File: src/rtl/dmem_arbiter.sv
// Two-master arbiter for the single data-RAM port: round-robin with bounded
// locking, address-window check and a registered per-master response.
module dmem_arbiter #(
    parameter int unsigned MAX_HOLD = 8,
    parameter logic [31:0] WIN_BASE = 32'h0000_0000
) (
    input  logic        clk,
    input  logic        rst_n,
    input  logic        m0_req,
    input  logic        m0_lock,
    input  logic        m0_wen,
    input  logic [31:0] m0_addr,
    input  logic [31:0] m0_wdata,
    input  logic [2:0]  m0_mask,
    output logic        m0_gnt,
    output logic        m0_rvalid,
    output logic [31:0] m0_rdata,
    output logic        m0_err,
    input  logic        m1_req,
    input  logic        m1_lock,
    input  logic        m1_wen,
    input  logic [31:0] m1_addr,
    input  logic [31:0] m1_wdata,
    input  logic [2:0]  m1_mask,
    output logic        m1_gnt,
    output logic        m1_rvalid,
    output logic [31:0] m1_rdata,
    output logic        m1_err,
    output logic [17:0] s_addr,
    output logic [31:0] s_wdata,
    output logic [2:0]  s_mask,
    output logic        s_wen,
    input  logic [31:0] s_rdata
);

    typedef enum logic [1:0] {
        OWN_IDLE,
        OWN_M0,
        OWN_M1
    } owner_t;

    localparam logic [7:0] HOLD_MAX = 8'(MAX_HOLD);

    owner_t      owner_q, owner_d, sel_own;
    logic        last_q, last_d;
    logic [7:0]  hold_q, hold_d;
    logic        keep0, keep1;
    logic        g0, g1, any_gnt;
    logic [31:0] sel_addr, sel_wdata, rd_val;
    logic [2:0]  sel_mask;
    logic        sel_wen, sel_lock, in_win;

    // Lock is honoured until the bound, but only while the other side waits
    assign keep0 = (owner_q == OWN_M0) && m0_req && m0_lock
                   && ((hold_q < HOLD_MAX) || !m1_req);
    assign keep1 = (owner_q == OWN_M1) && m1_req && m1_lock
                   && ((hold_q < HOLD_MAX) || !m0_req);

    always_comb begin
        g0 = 1'b0;
        g1 = 1'b0;
        if (!rst_n) begin
            g0 = 1'b0;
        end else if (keep0) begin
            g0 = 1'b1;
        end else if (keep1) begin
            g1 = 1'b1;
        end else if (m0_req && m1_req) begin
            g0 = last_q;
            g1 = !last_q;
        end else if (m0_req) begin
            g0 = 1'b1;
        end else if (m1_req) begin
            g1 = 1'b1;
        end
    end

    assign m0_gnt  = g0;
    assign m1_gnt  = g1;
    assign any_gnt = g0 | g1;

    assign sel_addr  = g1 ? m1_addr  : m0_addr;
    assign sel_wdata = g1 ? m1_wdata : m0_wdata;
    assign sel_mask  = g1 ? m1_mask  : m0_mask;
    assign sel_wen   = g1 ? m1_wen   : m0_wen;
    assign sel_lock  = g1 ? m1_lock  : m0_lock;
    assign sel_own   = g1 ? OWN_M1   : OWN_M0;
    assign in_win    = (sel_addr[31:18] == WIN_BASE[31:18]);

    assign s_addr  = any_gnt ? sel_addr[17:0] : 18'd0;
    assign s_wdata = any_gnt ? sel_wdata : 32'd0;
    assign s_mask  = any_gnt ? sel_mask : 3'd0;
    assign s_wen   = any_gnt & sel_wen & in_win;
    assign rd_val  = (in_win && !sel_wen) ? s_rdata : 32'd0;

    always_comb begin
        owner_d = OWN_IDLE;
        last_d  = last_q;
        hold_d  = 8'd0;
        if (any_gnt) begin
            last_d  = g1;
            owner_d = sel_lock ? sel_own : OWN_IDLE;
            if (owner_q != sel_own) begin
                hold_d = 8'd1;
            end else if (hold_q >= HOLD_MAX) begin
                hold_d = HOLD_MAX;
            end else begin
                hold_d = hold_q + 8'd1;
            end
        end
    end

    always_ff @(posedge clk or negedge rst_n) begin
        if (!rst_n) begin
            owner_q <= OWN_IDLE;
            last_q  <= 1'b1;
            hold_q  <= 8'd0;
        end else begin
            owner_q <= owner_d;
            last_q  <= last_d;
            hold_q  <= hold_d;
        end
    end

    always_ff @(posedge clk or negedge rst_n) begin
        if (!rst_n) begin
            m0_rvalid <= 1'b0;
            m0_err    <= 1'b0;
            m0_rdata  <= 32'd0;
            m1_rvalid <= 1'b0;
            m1_err    <= 1'b0;
            m1_rdata  <= 32'd0;
        end else begin
            m0_rvalid <= g0;
            m0_err    <= g0 & !in_win;
            m1_rvalid <= g1;
            m1_err    <= g1 & !in_win;
            if (g0) begin
                m0_rdata <= rd_val;
            end
            if (g1) begin
                m1_rdata <= rd_val;
            end
        end
    end

endmodule

File: config.mk
export PLATFORM = sky130hd
export DESIGN_NAME = dmem_arbiter
export DESIGN_NICKNAME = d
export VERILOG_FILES = /design/src/rtl/dmem_arbiter.sv
export SDC_FILE = /design/constraint.sdc
export NUM_CORES = 1
export LEC_CHECK = 0
export CORE_AREA = 2 2 115 117
export DETAILED_ROUTE_END_ITERATION = 10
export DIE_AREA = 0 0 117 119
export DONT_BUFFER_PORTS = 1
export GPL_TIMING_DRIVEN = 0
export MAX_ROUTING_LAYER = met4
export SLEW_MARGIN = 15
export SYNTH_ARGS = -nofsm -noshare
export SYNTH_HDL_FRONTEND = slang
export SYNTH_SLANG_ARGS = --single-unit
File: constraint.sdc
create_clock -name clk -period 2.4 [get_ports clk]
set_clock_uncertainty 0.2 [all_clocks]
set_input_delay 0.48 -clock clk [delete_from_list [all_inputs] [get_ports clk]]
set_output_delay 0.48 -clock clk [all_outputs]
set_load 0.02 [all_outputs]
======== Yosys cells after proc, flatten, opt, wreduce, memory -nomap -nowiden ========
Index checks and enable logic that the tools add are counted.
storage, ports and cells
  register bits ........................... 79
  logic and storage cells ................. 62
  input port bits ......................... 174
  output and inout port bits .............. 124
cells by class
  bitwise operators ....................... 5
  magnitude comparators ................... 2
  $add $sub $neg .......................... 1
  equal/unequal tests ..................... 3
  multiplexer cells ....................... 26
  reductions and logical operators ........ 16
operators by type and width
  kind                   number
  $mux W32               4
  $mux W8                3
  $mux W18               1
  $logic_not A14 Y1      1
  $mux W1                13
  $add A8 B1 Y8 const B  1
  $ge A8 B4 Y1 const B   1
  $logic_and A1 B1 Y1    8
  $lt A8 B4 Y1 const B   1
  $mux W2                3
  $mux W3                2
  $logic_not A1 Y1       5
  $and A1 B1 Y1          4
  $eq A2 B1 Y1 const B   1
  $eq A2 B2 Y1 const B   1
  $logic_or A1 B1 Y1     2
  $ne A2 B2 Y1           1
  $or A1 B1 Y1           1

======== Depth between registers and ports, before layout ========
  word-level depth ........................ 11
  gate-level depth with buffers ........... 9
  mapped depth without buffers ............ 6

======== Least setup slack after synthesis ========
OpenSTA, ideal clock, no wires.
  kind .................................... input to output
  start point ............................. in m0_req
  end point ............................... out s_addr[0]
  arrival time ............................ 1.914 ns
  stages .................................. 7
  required time ........................... 1.720 ns
  path slack .............................. -0.194 ns
  buffers on the path ..................... 2
  cell sequence ........................... and4b_1 -> and3_1 -> buf_2 -> o31ai_4 -> inv_2 -> buf_2 -> a22o_1
between the ends
  word-level cells in the longest chain between the ends .. 8
  elaborated cells between the ends (all ways) .. 20
  those cells by class .................... mux (12); bitwise (1); reduce/logical (7)
ends and longest elaborated chain
  element                                          RTL line  RTL
  start, declared                                  9         input logic m0_req,
  $logic_not A1 Y1                                 57        && ((hold_q < HOLD_MAX) || !m0_req);
  $logic_or A1 B1 Y1                               57
  $logic_and A1 B1 Y1                              57
  $mux W1                                          66        end else if (keep1) begin
  $mux W1                                          64        end else if (keep0) begin
  $mux W1                                          62        if (!rst_n) begin
  $mux W32 / $or A1 B1 Y1 (equally long branches)  82, 80
  $mux W18 (*)                                     90        assign s_addr = any_gnt ? sel_addr[17:0] : 18'd0;
  end, declared                                    29        output logic [17:0] s_addr,
Every way passes the cells marked *; elsewhere a longest branch is shown, timed or not.

======== Worst setup path after layout ========
  start point ............................. reg hold_q[3]
  end point ............................... out s_wdata[0]
between the ends
  word-level cells in the longest chain between the ends .. 8
  elaborated cells between the ends (all ways) .. 14
  those cells by class .................... order compare (1); mux (8); bitwise (1); reduce/logical (4)
ends and longest elaborated chain
  element                                          RTL line  RTL
  start, declared                                  46        logic [7:0] hold_q, hold_d;
  start signal, assigned                           121       hold_q <= hold_d;
  $lt A8 B4 Y1 (*)                                 55, 57
  $logic_or A1 B1 Y1                               57
  $logic_and A1 B1 Y1                              57
  $mux W1                                          66
  $mux W1                                          64
  $mux W1                                          62
  $mux W32 / $or A1 B1 Y1 (equally long branches)  83, 80
  $mux W32 (*)                                     91        assign s_wdata = any_gnt ? sel_wdata : 32'd0;
  end, declared                                    30        output logic [31:0] s_wdata,
Marked as above.

==> out/results.ini <==
[global_routing]
grt_pass1_wl_um = 21900
antenna_found_initial = 0
grt_overflow = 0
grt_pass1_vias = 3422
grt_max_degree = 83
grt_use_total_pct = 22.4

[route]
ant_nets = 0
wire_per_inst_um = 24.9
drtIter0Drc = 243
vias = 3339
drt-total-wl_um = 15400
viasPerCell = 5.39
drt_pass1_iterations = 6
post-route-drc-count = 0

[yosys]
synthFlopType = dfrtp_1
synth_area_leaders = dfrtp_1, a22o_1, nand3_1
synth_top_area_share_pct = 51.7
netlist_top_cells_count = dfrtp_1, nand2_1, nand3_1
synth_edf_count = 0
ys_types = 35
syn_inst = 410
syn-cell-area_um2 = 3780
synth_top_area_cell = dfrtp_1
ys_seq_elements = 79
ys_warn_count = 0
synthArstFlopShare_pct = 100
syn_avg_cell_area_um2 = 9.21
synth-seq-area-share_pct = 52.4
yosysMostFrequentCell = dfrtp_1

[floorplanning]
ios = 298
core_um2 = 12900
fp-row-count = 42
die_area_um2 = 13900
die_height_um = 119
initial_core_util_pct = 29.3
chipWidth_um = 117

[cts]
clk_latency_ps = 340
cts_tree = built
root_buffer = clkbuf_16
cts_made_buffers = 9
cts-htree-levels = 3
clock-sinks = 79
clockBufferDepth = 2
clk_pin_slew_ps = 60

[place]
pre_cts_slack_ps = -901
dp_cells = 589
place_hpwl_um = 11500
port-buffer-count = 0
gp_congestion = 0.877
placed_area_um2 = 4070

[sta]
final-setup-viol-count = 56
worst_pin_slew_ps = 551
timing.fmax_mhz = 351
post-route-period-util_pct = 119
rsz0062_at_grt = yes
slew-limit-headroom_pct = 63.1
hold_viol = 79
period_minus_slack_ps = 2840
post-route-worst-setup-slack_ps = -445
report.final.slew_viol_count = 0
hold_slack_ps = -368

[finish]
stdcell_area_um2 = 5130
fin_cells = 619
finalNetCount = 614
antenna_cells = 0
drive_above_1_share_pct = 26.2
synthToLayoutAreaGrowth_pct = 35.9

[run_status]
violations = hold timing, setup timing
status = complete, but fails checks

[critical_path]
arrival_ps = 2160
start_kind = register
cp_slowest_cell = dfrtp_1
reg2reg_from = hold_q[3]$_DFF_PN0_
reg2reg_slack_ps = 150
crit_fanout = 10
slowest_delay_ps = 410
crit_path_end = s_wdata[0]
startpoint = hold_q[3]$_DFF_PN0_
path_class = register to output pin
reg2regPathDepth = 9
cp_cell_sequence = nor4b_4 > a31oi_4 > o31ai_4 > inv_4 > buf_8 > a22o_4
required_ps = 1720
crit_path_end_kind = output pin
reg2reg_to = m1_rdata[11]$_DFFE_PN0N_

[job]
max_cap_violations = 0

[power_and_ir_drop]
p_per_area_nw_per_um2 = 661
ir_drop_uv = 299
leakagePower_nw = 2.44

[hold_path]
hold_path_class = primary input to asynchronous set/reset pin

[state kept, by name (all words and copies together) (netlist names)]
signal / cells
m1_rvalid: 1
last_q: 1
m0_err: 1
m0_rdata: 32
m1_rdata: 32
m1_err: 1
hold_q: 8
m0_rvalid: 1
owner_q: 2
[kinds of logic (layout without fill, tap and decap cells)]
kind of cell	Yosys count	in the layout	synth area share, %
and+or+nand+nor	163	163	20.2
AOI/OAI and AO/OA	94	94	18.6
DFF	79	79	52.4
buffers and inverters	70	100	7.78
adders and majority gates	2	2	0.662
other	1	4	0.0993
xor gates and xnor gates	1	1	0.232
[worst min path at each step]
stage                from                  endpoint  slack, ps  cells past startpoint
finish              rst_n  m0_rdata[29]$_DFFE_PN0P_       -370                      0
global route        rst_n  m0_rdata[29]$_DFFE_PN0P_       -380                      0
CTS                 rst_n  m0_rdata[26]$_DFFE_PN0P_       -380                      0
detailed placement  rst_n  m0_rdata[26]$_DFFE_PN0P_        -10                      0
global placement    rst_n  m0_rdata[29]$_DFFE_PN0P_        -10                      0
floorplan           rst_n       hold_q[0]$_DFF_PN0_        -20                      0
[report_power, final]
part	total (W)	switching, W	internal (W)
logic	0.000630	0.000358	0.000271
registers	0.00137	0.0000198	0.00135
clock network	0.00139	0.000556	0.000834
total	0.00339	0.000934	0.00246
[area by class of cell]
class | instances | area [µm²]
plain buffers | 33 | 317
clock buffers | 11 | 243
clock inverters | 5 | 57.6
fillers | 1288 | 7740
inverters | 37 | 141
multi-input cells | 264 | 2040
flip-flops and latches | 79 | 1980
well taps | 176 | 220
repair buffers | 14 | 134
[metrics by stage]
| step | util (%) | power [W] | setup TNS (ps) |
|---|---|---|---|
| floorplan | - | 0.00173 | -7310 |
| global placement | 31.6 | 0.00182 | -51060 |
| detailed placement | 31.6 | 0.00182 | -54050 |
| CTS | 39.2 | 0.00340 | -28700 |
| global route | 39.9 | 0.00350 | -28520 |
| finish | 39.9 | 0.00339 | -23840 |
[timing repair]
action                                  4_1_cts  5_1_grt
pin swaps                                     5        3
gates cloned                                  0        1
hold endpoints to repair                     79       79
buffers inserted                             10        3
gates resized for setup                     130       17
endpoints found under the setup margin      130      108
[critical path: cells and delay by family, from the launching register on]
kind / cells / cell delay, ps
AO/OA/AOI/OAI: 3 / 730
buffers and inverters: 2 / 340
flip-flops: 1 / 410
AND/OR/NAND/NOR: 1 / 340
[layout by cell type, fill, tap and decap left out, types with 5 or more instances in the layout]
cell       instances
inv_1             36
clkbuf_16         10
nor4_1             7
nand3_1           65
o21ai_0           32
a22o_4            53
nor2_1             9
clkbuf_8           5
buf_8              5
dfrtp_1           78
buf_4             13
clkbuf_1           8
buf_6              9
nand2_1           67
[per-layer routing]
| layer | GRT usage (%) | routed length (µm) |
|---|---|---|
| met1 | 25.6 | 5670 |
| met3 | 9.97 | 1880 |
| met5 | - | 0 |
| met2 | 34.0 | 7340 |
| met4 | 9.71 | 519 |
No activity file was read; power rests on OpenSTA's default activity.
